`src/rtl/digit_serial_adder_pkg.sv`:
```
// digit_serial_adder_pkg: shared state encoding and digit size for the digit-serial adder
package dld_pkg;
    typedef enum logic [1:0] {
        IDLE = 2'b00,
        RUN  = 2'b01,
        DONE = 2'b10
    } state_t;
    localparam int DIGIT = 2;
endpackage

```
`src/rtl/digit_serial_adder_if.sv`:
```
// digit_serial_adder_if: request/result bundle between a requester and the digit-serial adder
interface digit_serial_adder_if #(
    parameter int WIDTH = 8
);
    logic             start;
    logic             cin;
    logic             busy;
    logic             done;
    logic             cout;
    logic [WIDTH-1:0] a;
    logic [WIDTH-1:0] b;
    logic [WIDTH-1:0] sum;
    modport master (output start, a, b, cin, input busy, done, sum, cout);
    modport slave (input start, a, b, cin, output busy, done, sum, cout);
endinterface

```
`src/rtl/digit_serial_adder_sc_ass_mux.sv`:
```
// sc_ass_mux: 2-bit adder slice; both carry-in outcomes are formed and the real carry selects one
module sc_ass_mux (
    input  logic aa1,
    input  logic aa0,
    input  logic bb1,
    input  logic bb0,
    input  logic cc0,
    output logic cc1,
    output logic ss1,
    output logic ss0
);
    logic [2:0] w_sum_c0;
    logic [2:0] w_sum_c1;
    assign w_sum_c0 = {1'b0, aa1, aa0} + {1'b0, bb1, bb0};
    assign w_sum_c1 = w_sum_c0 + 3'd1;
    assign {cc1, ss1, ss0} = cc0 ? w_sum_c1 : w_sum_c0;
endmodule

```
`src/rtl/digit_serial_adder.sv`:
```
// digit_serial_adder: WIDTH-bit adder that streams two bits per cycle through one sc_ass_mux slice,
// recirculating the slice carry and collecting the sum LSB pair first.
module digit_serial_adder
    import dld_pkg::*;
#(
    parameter int WIDTH = 8
) (
    input logic                 clk,
    input logic                 rst_n,
    digit_serial_adder_if.slave bus
);
    localparam int STEPS = WIDTH / DIGIT;
    localparam int CW    = $clog2(STEPS) + 1;

    if ((WIDTH % DIGIT) != 0 || WIDTH < DIGIT) begin : g_bad_width
        $error("digit_serial_adder: WIDTH must be even and >= 2");
    end

    state_t           r_state;
    state_t           w_next;
    logic [WIDTH-1:0] r_op_a;
    logic [WIDTH-1:0] r_op_b;
    logic [WIDTH-1:0] r_acc;
    logic [WIDTH-1:0] r_sum;
    logic [WIDTH-1:0] w_acc_next;
    logic [CW-1:0]    r_cnt;
    logic             r_carry;
    logic             r_cout;
    logic             w_cc1;
    logic             w_ss1;
    logic             w_ss0;
    logic             w_last;
    logic             w_accept;

    sc_ass_mux u_slice (
        .aa1(r_op_a[1]),
        .aa0(r_op_a[0]),
        .bb1(r_op_b[1]),
        .bb0(r_op_b[0]),
        .cc0(r_carry),
        .cc1(w_cc1),
        .ss1(w_ss1),
        .ss0(w_ss0)
    );

    // New sum digits enter at the top so the LSB pair ends up at bit 0 after the last step
    if (WIDTH == DIGIT) begin : g_acc_narrow
        assign w_acc_next = {w_ss1, w_ss0};
    end else begin : g_acc_wide
        assign w_acc_next = {w_ss1, w_ss0, r_acc[WIDTH-1:DIGIT]};
    end

    assign w_last   = r_cnt == CW'(STEPS - 1);
    assign w_accept = bus.start && (r_state != RUN);

    always_ff @(posedge clk or negedge rst_n) begin
        if (!rst_n) r_state <= IDLE;
        else        r_state <= w_next;
    end

    always_comb begin
        w_next = r_state;
        w_next = (r_state == RUN) ? (w_last ? DONE : RUN) : (bus.start ? RUN : IDLE);
    end

    always_ff @(posedge clk or negedge rst_n) begin
        if (!rst_n) begin
            r_op_a  <= '0;
            r_op_b  <= '0;
            r_acc   <= '0;
            r_sum   <= '0;
            r_cnt   <= '0;
            r_carry <= 1'b0;
            r_cout  <= 1'b0;
        end else if (w_accept) begin
            r_op_a  <= bus.a;
            r_op_b  <= bus.b;
            r_carry <= bus.cin;
            r_cnt   <= '0;
        end else if (r_state == RUN) begin
            r_op_a  <= r_op_a >> DIGIT;
            r_op_b  <= r_op_b >> DIGIT;
            r_carry <= w_cc1;
            r_acc   <= w_acc_next;
            r_cnt   <= r_cnt + CW'(1);
            if (w_last) begin
                r_sum  <= w_acc_next;
                r_cout <= w_cc1;
            end
        end
    end

    assign bus.busy = r_state == RUN;
    assign bus.done = r_state == DONE;
    assign bus.sum  = r_sum;
    assign bus.cout = r_cout;
endmodule

```
`src/flat_wrapper.sv`:
```
// flat-port wrapper written by rule: the top's interface ports become plain ports
module digit_serial_adder_flat import dld_pkg::*;
#(
    parameter int WIDTH = 8
)
  (clk, rst_n, bus_start, bus_a, bus_b, bus_cin, bus_busy, bus_done, bus_sum, bus_cout);
  digit_serial_adder_if #(.WIDTH(WIDTH)) bus_i ();
  input logic clk;
  input logic rst_n;
  input wire logic [$bits(bus_i.start)-1:0] bus_start;
  input wire logic [$bits(bus_i.a)-1:0] bus_a;
  input wire logic [$bits(bus_i.b)-1:0] bus_b;
  input wire logic [$bits(bus_i.cin)-1:0] bus_cin;
  output wire logic [$bits(bus_i.busy)-1:0] bus_busy;
  output wire logic [$bits(bus_i.done)-1:0] bus_done;
  output wire logic [$bits(bus_i.sum)-1:0] bus_sum;
  output wire logic [$bits(bus_i.cout)-1:0] bus_cout;
  assign bus_i.start = bus_start;
  assign bus_i.a = bus_a;
  assign bus_i.b = bus_b;
  assign bus_i.cin = bus_cin;
  assign bus_busy = bus_i.busy;
  assign bus_done = bus_i.done;
  assign bus_sum = bus_i.sum;
  assign bus_cout = bus_i.cout;
  digit_serial_adder #(.WIDTH(WIDTH)) u_core (.clk(clk), .rst_n(rst_n), .bus(bus_i));
endmodule
```
`config.mk`:
```
export PLATFORM = sky130hd
export DESIGN_NAME = digit_serial_adder_flat
export DESIGN_NICKNAME = d
export VERILOG_FILES = /design/src/rtl/digit_serial_adder_pkg.sv /design/src/rtl/digit_serial_adder_if.sv /design/src/rtl/digit_serial_adder_sc_ass_mux.sv /design/src/rtl/digit_serial_adder.sv /design/src/flat_wrapper.sv
export SDC_FILE = /design/constraint.sdc
export NUM_CORES = 1
export LEC_CHECK = 0
export CAP_MARGIN = 10
export CORE_UTILIZATION = 56
export DETAILED_ROUTE_END_ITERATION = 8
export GPL_TIMING_DRIVEN = 0
export HOLD_SLACK_MARGIN = 0.05
export PLACE_DENSITY = 0.95
export SYNTH_ARGS = -nofsm -noshare
export SYNTH_HDL_FRONTEND = slang
export SYNTH_HIERARCHICAL = 1
export SYNTH_SLANG_ARGS = --single-unit
```
`constraint.sdc`:
```
create_clock -name clk -period 5 [get_ports clk]
set_input_delay 0.75 -clock clk [delete_from_list [all_inputs] [get_ports clk]]
set_output_delay 0.75 -clock clk [all_outputs]
set_load 0.005 [all_outputs]
```
## Word-level counts from Yosys, hierarchy flattened

Cells that the tools add are included.

- Input bits: 20
- Logic and storage cells: 32
- Output and inout bits: 11
- Register bits after elaboration: 39

- Multiplexer cells: 12
- Equality and inequality tests: 4
- Reductions and logical operators: 4
- Bitwise logic cells: 1
- Add/sub/neg operators: 3

Operators with widths:

| cell | count |
|---|---|
| 8-bit 2-to-1 mux | 4 |
| 3-bit 2-to-1 mux | 3 |
| 3-bit by 1-bit adder with 3-bit output (second input constant) | 2 |
| 2-bit 2-to-1 mux | 2 |
| 2-bit by 2-bit adder with 3-bit output | 1 |
| 3-bit by 2-bit == test with 1-bit output (second input constant) | 1 |
| 1-bit 2-to-1 mux | 3 |
| 3-bit AND reduction | 1 |
| 2-bit by 1-bit == test with 1-bit output (second input constant) | 1 |
| 2-bit == test (second input constant) | 1 |
| 2-bit by 1-bit != test with 1-bit output (second input constant) | 1 |
| 2-bit AND reduction | 1 |
| 2-bit nonzero test | 1 |
| 1-bit logical AND | 1 |
| 1-bit inverter | 1 |

## Depth between registers and ports, before layout

- Depth after elaboration: 5
- Depth in mapped cells: 6
- Depth with buffers taken out: 6

## By module

The synthesis kept the hierarchy.

Modules (own cells, without submodules):

| module | instances | sequential area each (um^2) | area each (um^2) | cells each |
|---|---|---|---|---|
| digit_serial_adder | 1 | 925.9 | 1700.4 | 106 |
| sc_ass_mux | 1 | 0.0 | 81.3 | 7 |

## Least setup slack after synthesis

No wires, ideal clock.

- Path kind: register -> register
- Start: reg u_core.r_op_a[0]
- End: reg u_core.r_acc[7]
- Data required time: 4.875 ns
- Library setup time: 0.125 ns
- Buffers on the path: 0
- Path slack: 3.076 ns
- Stages on the path, launching flop included: 6
- Period minus slack after synthesis: 1.924 ns
- Arrival: 1.799 ns
- Cells stage by stage: dfrtp_1 -> ha_1 -> fa_1 -> ha_1 -> mux2_4 -> mux2_2

- Cells in the longest elaborated chain, start to end: 3

Ends and longest elaborated chain:

| element | line | RTL |
|---|---|---|
| from (decl) | digit_serial_adder.sv:21 | `logic [WIDTH-1:0] r_op_a;` |
| from (signal assigned) | digit_serial_adder.sv:76 | `r_op_a <= bus.a;` |
| from (signal assigned) | digit_serial_adder.sv:81 | `r_op_a <= r_op_a >> DIGIT;` |
| 2-bit by 2-bit adder with 3-bit output (*) | digit_serial_adder_sc_ass_mux.sv:14 | `assign w_sum_c0 = {1'b0, aa1, aa0} + {1'b0, bb1, bb0};` |
| 3-bit by 1-bit adder with 3-bit output | digit_serial_adder_sc_ass_mux.sv:15 | `assign w_sum_c1 = w_sum_c0 + 3'd1;` |
| 3-bit 2-to-1 mux (*) | digit_serial_adder_sc_ass_mux.sv:16 | `assign {cc1, ss1, ss0} = cc0 ? w_sum_c1 : w_sum_c0;` |
| net u_core.w_ss1 | digit_serial_adder.sv:30 | `logic w_ss1;` |
| to (signal assigned) | digit_serial_adder.sv:84 | `r_acc <= w_acc_next;` |
| to (decl) | digit_serial_adder.sv:23 | `logic [WIDTH-1:0] r_acc;` |

Mark *: on every way through the listed nets, which the timed path passes. The rest lies on a longest branch.
A chain may end at the register's enable or synchronous reset.

## Final worst setup path

- Start: reg u_core.r_state[1]
- End: out bus_busy

- Cells in the longest elaborated chain, start to end: 1

Ends and longest elaborated chain:

| element | line | RTL |
|---|---|---|
| from (decl) | digit_serial_adder.sv:19 | `state_t r_state;` |
| from (signal assigned) | digit_serial_adder.sv:58 | `else r_state <= w_next;` |
| 2-bit by 1-bit == test with 1-bit output | digit_serial_adder.sv:93 | `assign bus.busy = r_state == RUN;` |
| to (decl) | flat_wrapper.sv:14 | `output wire logic [$bits(bus_i.busy)-1:0] bus_busy;` |

No other way between the ends.

==> results.md <==
- The run finished with clean final reports.
- The top cell types in the final layout, fill and taps aside, are 37 x sky130_fd_sc_hd__dfrtp_1, 29 x sky130_fd_sc_hd__clkdlybuf4s50_1, 26 x sky130_fd_sc_hd__mux2_4.
- In this run the worst path has a maximum fanout of 10.
- The die span in y is 58.4 µm.
- The floorplan die area is 3410 µm².
- Synthesis inferred 37 register bits.
- The worst setup skew after layout is approximately 0.011 ns.
- The synthesized instance count is 113.
- The initial antenna violation count was 0.
- The type of the worst setup path is reg2out.
- The Yosys step of the flow raised 6 warnings.
- Leaving out fill and tap cells, the most frequent cell in the layout is sky130_fd_sc_hd__dfrtp_1.
- The area growth from synthesis to layout is 23.6%.
- The post-synthesis area per instance is 15.8 µm².
- The number of distinct library cell variants in the gate-level netlist after synthesis is 18.
- The HPWL after detailed placement is 2.16 mm.
- The xor/xnor cell area share of the yosys netlist is 0.983%.
- Measured against its own limit, the worst slew margin works out to a little under half.
- The number of post-CTS setup repair buffers is 0.
- Of the total synthesized cell area, the portion taken by AND, OR, NAND and NOR gates is under 10%.
- The post-route minimum period is approximately 2.5 ns.
- The root buffer cell chosen for the clock tree is sky130_fd_sc_hd__clkbuf_4.
- The dominant combinational cell family by area after synthesis is multiplexers.
- The count of buffers added on input and output ports is 30.
- The total number of placement rows is 20.
- The total power draw is ~1.3 mW.
- Global routing finished with a remaining overflow of 0.
- The endpoint arrival time on the critical path is 1.75 ns.
- The number of pins exceeding their max-slew limit in the final report is 0.
- The fill cell total of the finished layout is ~180.
- The level count of the clock H-tree is 2.
- Setup repair after global routing left no endpoint under its margin.
- The type of destination of the critical path is a primary output.
- VDD sags by at most 0.302 mV.
- The classification of the worst-slack hold path is in2async.
- The total power divided by cell area is approximately 580 nW/µm².
- The first global-routing pass estimated 4.81 mm of wire.
- The post-detailed-routing wire length is 3.04 mm.
- Entering global routing, the biggest net connects 38 pins.
- The number of nets in the synthesized netlist is 138.
- The region available for standard cell placement spans between 3000 and 4000 µm².
- At the later pin of the worst-skew pair, clock insertion delay measures about 0.33 ns.
- The overall via count from detail_route is approximately 1000.
- The fraction of the mapped netlist area in compound gates is less than 1%.
- The count of cells in the finished layout, fillers not included, comes to 195.
- Counting along the longest clock path gives a buffer depth of 2.
- The measured slew at the worst slew-check pin is between 0.7 and 0.8 ns.
- The CTS buffer count is 5.
- The sequential cells in the finished layout cover a total of 926 µm².
- The first-iteration detailed-routing DRC count is 15.
- The average wire per standard cell is between 15 and 20 µm.
- The first detailed-routing pass took 4 iterations.
- Measured against the total synthesized area, the mux share comes to between 30% and 40%.
- The count of cells resized by post-cts repair is 0.
- STA puts the critical path data required time at ~4.3 ns.
- The share of cells above drive strength 1 is 38.4%.
- Summing all multi-input logic gate instances after layout gives 795 µm².
- In the routed design, unresolved DRC markers number 0.
- The area of the mapped netlist is 1780 µm².
- In the global route stage, overall resource usage came out at 19.7%.
- The clock net in this run drives a total of 37 sinks.
- Summed over all failing endpoints, the final setup total negative slack is 0 ns.
- The repair_antennas step left the layout with diodes totalling 0.
- The final RePlAce weighted congestion is 0.742.
- The number of global-route vias before repair is 1013.
- Cells fill 72.7% of the core in the end.
- The vias per cell is 5.07.
- The final count of negative-setup-slack endpoints is 0.
- After Yosys synthesis, full adders, half adders and majority gates account for 3.93% of the synthesized area.
- TritonCTS built the clock tree.
- The cell leakage power is 1.05 nW.
- The number of max-cap violations is 0.
- The maximum clock rate is 0.400 GHz.
- Once placement completed, the tool counted placed cells totaling 187.
- The horizontal die dimension is 58.4 µm.
- The detail route stage leaves a number of antenna-violating nets equal to 0.
- After synthesis, flip-flops and latches occupy approximately 52% of the total area.
- The number of hold buffers added after cts is 0.
- The layout net count is 175.
- The I/O pin count is 31.
- The final hold violation count was 0.
- Clock-pin slew was measured on the worst setup and hold paths at around 0.11 ns.
- The sort of element at the start of the critical path is a flip-flop.
- The effective utilization at floorplan is 58.8%.
- The fraction of the cycle the final worst path needs is 49.9%.
## final timing paths
check / start / end / slack, ns / depth (start not counted)
max in group asynchronous: rst_n / u_core/r_state[0] / 4.00 / 1
max reg2reg: u_core/r_op_a[0] / u_core/r_acc[7] / 2.95 / 5
min in group clk: u_core/r_cnt[0] / u_core/r_cnt[0] / 0.50 / 1
max: u_core/r_state[1] / bus_busy / 2.50 / 4
min reg2reg: u_core/r_cnt[0] / u_core/r_cnt[0] / 0.50 / 1
min: rst_n / u_core/r_op_a[2] / 0.50 / 1
## routing by layer
layer	global-route usage, %	part of all wire (%)	vias to the layer above	routed length, µm
met5	0	0	-	0
met4	7.14	1.4	0	43
met3	5.27	3.4	5	104
met2	30.9	49	14	1490
met1	26.6	46	501	1400
li1	-	-	468	-
## final cells by class
| cell class | count | area share, % |
|---|---|---|
| Buffer | 5 | 2.27 |
| Clock buffer | 7 | 2.95 |
| Clock inverter | 1 | 0.227 |
| Inverter | 3 | 0.511 |
| Multi-Input combinational cell | 68 | 36.1 |
| Sequential cell | 37 | 42.0 |
| Tap cell | 44 | 2.50 |
| Timing Repair Buffer | 30 | 13.4 |
## cell families (layout without fill, tap and decap cells)
logic type | Yosys count | count (layout)
mux | 49 | 49
flops | 37 | 37
simple gates | 11 | 11
buf+inv | 8 | 46
fa+ha+maj | 5 | 5
xor+xnor | 2 | 2
compound gates | 1 | 1
## synth_stat cells (all sizes together)
| cell | n | share of area [%] |
|---|---|---|
| o21a | 1 | 0.42 |
| mux2 | 43 | 33 |
| inv | 3 | 0.63 |
| nand2 | 1 | 0.21 |
| nor2b | 2 | 0.70 |
| buf | 5 | 2.8 |
| xnor2 | 1 | 0.49 |
| nand3b | 1 | 0.42 |
| nor2 | 4 | 0.84 |
| dfrtp | 37 | 52 |
| xor2 | 1 | 0.49 |
| fa | 1 | 1.1 |
| mux2i | 6 | 3.4 |
| ha | 4 | 2.8 |
| nand2b | 3 | 1.1 |
## per-stage QoR
step                area, µm²  worst slack (ns)  hold WS [ns]
global placement         2140              2.44         0.467
global route             2200              2.42         0.516
finish                   2200              2.50         0.495
floorplan                1780              3.08         0.453
detailed placement       2130              2.77         0.484
CTS                      2200              2.48         0.499
## critical path, stage by stage (launching register included)
cell and delay [ns]:
sky130_fd_sc_hd__dfrtp_1 0.39, sky130_fd_sc_hd__nand2b_1 0.15, sky130_fd_sc_hd__buf_6 0.16, sky130_fd_sc_hd__inv_2 0.19
sky130_fd_sc_hd__clkdlybuf4s50_1 0.54
## power by group
part | total (mW) | switching (mW) | internal (mW)
Clock | 0.176 | 0.0941 | 0.0816
Sequential | 0.506 | 0.0761 | 0.430
Combinational | 0.594 | 0.209 | 0.385
## flip-flops by register name (all words and copies together) (netlist names)
name and count:
u_core/bus.sum 8, u_core/r_op_b 8, u_core/r_state 2, u_core/r_carry 1
u_core/r_cnt 3, u_core/r_acc 6, u_core/r_op_a 8, u_core/bus.cout 1
Power figures use the tool's default switching activity.
